[config.mk]
export PLATFORM = sky130hd
export DESIGN_NAME = custom_mode_ctrl
export DESIGN_NICKNAME = d
export VERILOG_FILES = /design/src/rtl/custom_mode_pkg.sv /design/src/rtl/custom_mode_ctrl.sv
export SDC_FILE = /design/constraint.sdc
export NUM_CORES = 1
export LEC_CHECK = 0
export ABC_AREA = 1
export CAP_MARGIN = 20
export CORE_MARGIN = 5
export CORE_UTILIZATION = 40
export CTS_CLUSTER_SIZE = 10
export DETAILED_ROUTE_END_ITERATION = 6
export DONT_BUFFER_PORTS = 1
export SKIP_CTS_REPAIR_TIMING = 1
export SYNTH_ARGS = -nofsm -noshare
export SYNTH_HDL_FRONTEND = slang
export SYNTH_SLANG_ARGS = --single-unit
[constraint.sdc]
create_clock -name clk -period 1.4 [get_ports clk]
set_clock_uncertainty 0.05 [all_clocks]
set_input_delay 0.35 -clock clk [delete_from_list [all_inputs] [get_ports clk]]
set_output_delay 0.35 -clock clk [all_outputs]
set_load 0.005 [all_outputs]
[src/rtl/custom_mode_pkg.sv]
// custom_mode_pkg: shared state encoding, default widths and result packing order for custom_mode_ctrl
package custom_mode_pkg;
  typedef enum logic [1:0] {IDLE, RUN, RECOVER} state_t;
  localparam int CM_DATA_W = 8;
  localparam int CM_RES_W = 4 * CM_DATA_W;
  localparam int C11_POS = 3;
  localparam int C12_POS = 2;
  localparam int C21_POS = 1;
  localparam int C22_POS = 0;
endpackage

[src/rtl/custom_mode_ctrl.sv]
// custom_mode_ctrl: start/run/capture/re-reset sequencer for the Top_Custom_mode engine.
// Optional RUN watchdog enabled by defining CUSTOM_CTRL_TIMEOUT_EN.
module custom_mode_ctrl
  import custom_mode_pkg::*;
#(
  parameter int DATA_W = CM_DATA_W,
  parameter int RST_CYC = 3,
  parameter int TIMEOUT_CYC = 255
) (
  input  logic                clk,
  input  logic                rst,
  input  logic                start,
  output logic                busy,
  output logic                eng_rst,
  output logic                eng_en,
  input  logic                eng_done,
  input  logic [DATA_W-1:0]   eng_c11,
  input  logic [DATA_W-1:0]   eng_c12,
  input  logic [DATA_W-1:0]   eng_c21,
  input  logic [DATA_W-1:0]   eng_c22,
  output logic                res_valid,
  input  logic                res_ready,
  output logic [4*DATA_W-1:0] res_data,
  output logic                timeout_err
);
  localparam int CNT_MAX = TIMEOUT_CYC > RST_CYC ? TIMEOUT_CYC : RST_CYC;
  localparam int CNT_W = $clog2(CNT_MAX + 1);
`ifdef CUSTOM_CTRL_TIMEOUT_EN
  localparam bit RUN_CNT = 1'b1;
`else
  localparam bit RUN_CNT = 1'b0;
`endif
  state_t state, state_nx;
  logic [CNT_W-1:0] cnt, cnt_nx;
  logic accept, capture, expire;
  assign accept = state == IDLE && start && !(res_valid && !res_ready);
  assign capture = state == RUN && eng_done;
`ifdef CUSTOM_CTRL_TIMEOUT_EN
  assign expire = state == RUN && !eng_done && cnt == CNT_W'(TIMEOUT_CYC);
`else
  assign expire = 1'b0;
`endif
  // cnt counts cycles spent in the current state, starting at 1 on entry
  always_comb begin
    state_nx = state;
    if (accept) state_nx = RUN;
    else if (capture || expire) state_nx = RECOVER;
    else if (state == RECOVER && cnt == CNT_W'(RST_CYC)) state_nx = IDLE;
    cnt_nx = state_nx != state ? CNT_W'(1)
           : (state == RECOVER || (RUN_CNT && state == RUN)) ? cnt + CNT_W'(1) : cnt;
  end
  always_ff @(posedge clk or negedge rst) begin
    if (!rst) begin
      state <= IDLE;
      cnt <= '0;
      busy <= 1'b0;
      eng_rst <= 1'b1;
      eng_en <= 1'b0;
      res_valid <= 1'b0;
      res_data <= '0;
    end else begin
      state <= state_nx;
      cnt <= cnt_nx;
      busy <= state_nx != IDLE;
      eng_rst <= state_nx != RUN;
      eng_en <= state_nx == RUN;
      res_valid <= capture || (res_valid && !res_ready);
      if (capture) begin
        res_data[C11_POS*DATA_W +: DATA_W] <= eng_c11;
        res_data[C12_POS*DATA_W +: DATA_W] <= eng_c12;
        res_data[C21_POS*DATA_W +: DATA_W] <= eng_c21;
        res_data[C22_POS*DATA_W +: DATA_W] <= eng_c22;
      end
    end
  end
`ifdef CUSTOM_CTRL_TIMEOUT_EN
  always_ff @(posedge clk or negedge rst) begin
    if (!rst) timeout_err <= 1'b0;
    else timeout_err <= expire || (timeout_err && !accept);
  end
`else
  assign timeout_err = 1'b0;
`endif
endmodule

==> impl_metrics.json <==
{
  "cp-start-kind": "flip-flop",
  "fillCellCount": 481,
  "syn_area_mm2": 0.00201,
  "slowest_stage": "dfrtp_1",
  "fmax_mhz": 789,
  "fin_area_mm2": 0.00216,
  "irDropWorstVdd_v": 0.000809,
  "ys_seq_area_share_pct": 57.4,
  "cts_buffers": 5,
  "setup_viol": 0,
  "layout_common_cells": "nand2_1 (60), inv_1 (45), dfrtp_1 (45)",
  "drive_gt1_share_pct": 9.83,
  "critical_path_class": "flip-flop to flip-flop",
  "die-area_mm2": 0.00654,
  "drtIter0Drc": 66,
  "insertion_delay_ns": 0.30,
  "wl_per_cell_um": 12.5,
  "ff2ff_setup_slack_ns": 0.13,
  "hold_path.class": "input port to asynchronous set/reset pin",
  "cts.sinks": 46,
  "nets": 271,
  "finalPower_mw": 4.31,
  "cts.htree.levels": 2,
  "grt_max_degree": 47,
  "slowest_delay_ns": 0.40,
  "grt-ovfl-total": 0,
  "ff_latch_area_mm2": 0.00115,
  "pwr_density_cell_mw_per_mm2": 2000,
  "crit_path_cell_trace": "ha_1, nand3_2, inv_1, nand2_2, nand2_1, nand2_1, inv_1",
  "grt_pass1_vias": 1416,
  "cp_num_buf_inv": 2,
  "r2r-end": "eng_en$_DFF_PN0_",
  "ant_nets": 0,
  "finalWirelength_um": 3760,
  "tns_ns": 0,
  "dp_hpwl_um": 2720,
  "clkSlewWorstSetupHoldPaths_ns": 0.09,
  "multi_input_area_um2": 617,
  "finalCritPeriodShare_pct": 90.5,
  "leakage_nw": 1.16,
  "start_util_pct": 42.0,
  "r2r_cells": 7,
  "hold_viol_final": 46,
  "grt_pass1_wl_um": 6440,
  "diodes": 0,
  "core_area_mm2": 0.00479,
  "yosysWarnings": 0,
  "grtUsageTotal_pct": 12.8,
  "synth_fp_nets": 269,
  "path_delay_family": "flip-flops",
  "final_common_cell": "nand2_1",
  "die_y_um": 80.9,
  "gp_congestion": 0.829,
  "synthDistinctLibCells": 25,
  "syn_avg_cell_area_um2": 8.69,
  "maxSlewViolCount": 0,
  "synthesis.instances": 231,
  "num_rows": 25,
  "outcome": "complete, but fails checks",
  "rsz0062_at_grt": "false",
  "min_period_ns": 1.27,
  "worstPathRequired_ns": 1.55,
  "via_per_inst": 4.53,
  "holdWs_ns": -0.320,
  "r2r_start": "cnt[0]$_DFFE_PN0P_",
  "cts-root-buf": "clkbuf_8",
  "endpoint_kind": "flip-flop",
  "antenna_found_initial": 0,
  "critPathMaxFanout": 4,
  "place_area_mm2": 0.00206,
  "ys_ff_latch": 46,
  "num_vias": 1363,
  "pin_count": 74,
  "io_buffers": 0,
  "first_pass_iters": 4,
  "maxCapViolCount": 0,
  "clockBufferDepth": 2,
  "arrival_ns": 1.42,
  "failed_checks": "hold timing",
  "synth_edf_count": 0,
  "synth-async-reset-ratio_pct": 100,
  "fp.dieW_um": 80.9,
  "cts_tree": "built",
  "synth_ff_type": "dfrtp_1",
  "remaining_drc_errors": 0,
  "syn_to_final_growth_pct": 7.54
}
==> power breakdown <==
| part | internal, mW | switching [mW] |
|---|---|---|
| logic | 0.449 | 0.658 |
| registers | 1.87 | 0.456 |
| clock network | 0.407 | 0.472 |
| total | 2.73 | 1.59 |
==> layer usage <==
metal,global-route usage [%],vias up,routed length [um]
met3,7.43,4,401
met1,13.4,616,1600
met4,5.07,0,55
met5,0,-,0
li1,-,693,-
met2,21.1,50,1710
==> registers in the layout, summed over array words and instances (netlist names) <==
name       cells
state          2
eng_en         1
res_valid      1
res_data      32
busy           1
cnt            8
eng_rst        1
==> through the flow <==
stage	instances	hold WS (ns)	setup slack (ns)	utilization [%]
CTS	301	-0.336	0.116	45.1
detailed placement	293	0.00586	0.127	43.1
finish	301	-0.320	0.133	45.1
global route	301	-0.356	0.0222	45.1
floorplan	231	0.00441	0.199	-
global placement	293	0.00596	0.131	43.1
==> cells by family (layout without fill, tap and decap cells) <==
family,count (synthesis),count (layout),share of synthesized area [%]
AND/OR/NAND/NOR,95,95,20.2
buffers and inverters,54,57,11.9
flip-flops,46,46,57.4
AO/OA/AOI/OAI,33,33,9.28
adder cells (fa/ha/maj),1,1,0.623
other,1,1,0.187
XOR/XNOR,1,1,0.436
==> layout make-up <==
class / instances / share of cell area (%)
clock buffers: 6 / 3.82
clock inverters: 2 / 0.753
inverters: 46 / 8.00
multi-input cells: 131 / 28.6
flip-flops and latches: 46 / 53.4
well taps: 67 / 3.88
repair buffers: 3 / 1.62
==> Yosys cell counts (2+ instances only) <==
| cell type | instances | area [um2] |
|---|---|---|
| buf_2 | 2 | 10.0 |
| buf_6 | 4 | 45.0 |
| dfrtp_1 | 45 | 1130 |
| inv_1 | 45 | 169 |
| nand2_1 | 60 | 225 |
| nand2_2 | 2 | 12.5 |
| nand3_1 | 6 | 30.0 |
| nand4_1 | 2 | 12.5 |
| nor2_1 | 20 | 75.1 |
| o21ai_0 | 2 | 10.0 |
| o21ai_1 | 25 | 125 |
| o21ai_2 | 5 | 43.8 |
==> how the worst max path moves through the flow <==
stage                       startpoint                 endpoint  slack (ns)  cells after the start
floorplan           state[1]$_DFF_PN0_  res_data[0]$_DFFE_PN0P_        0.20                      6
global placement    cnt[0]$_DFFE_PN0P_         eng_en$_DFF_PN0_        0.13                      7
detailed placement  cnt[0]$_DFFE_PN0P_         eng_en$_DFF_PN0_        0.13                      7
CTS                 cnt[0]$_DFFE_PN0P_         eng_en$_DFF_PN0_        0.12                      7
global route        cnt[0]$_DFFE_PN0P_         eng_en$_DFF_PN0_        0.02                      7
finish              cnt[0]$_DFFE_PN0P_         eng_en$_DFF_PN0_        0.13                      7
Power figures use the tool's default switching activity.
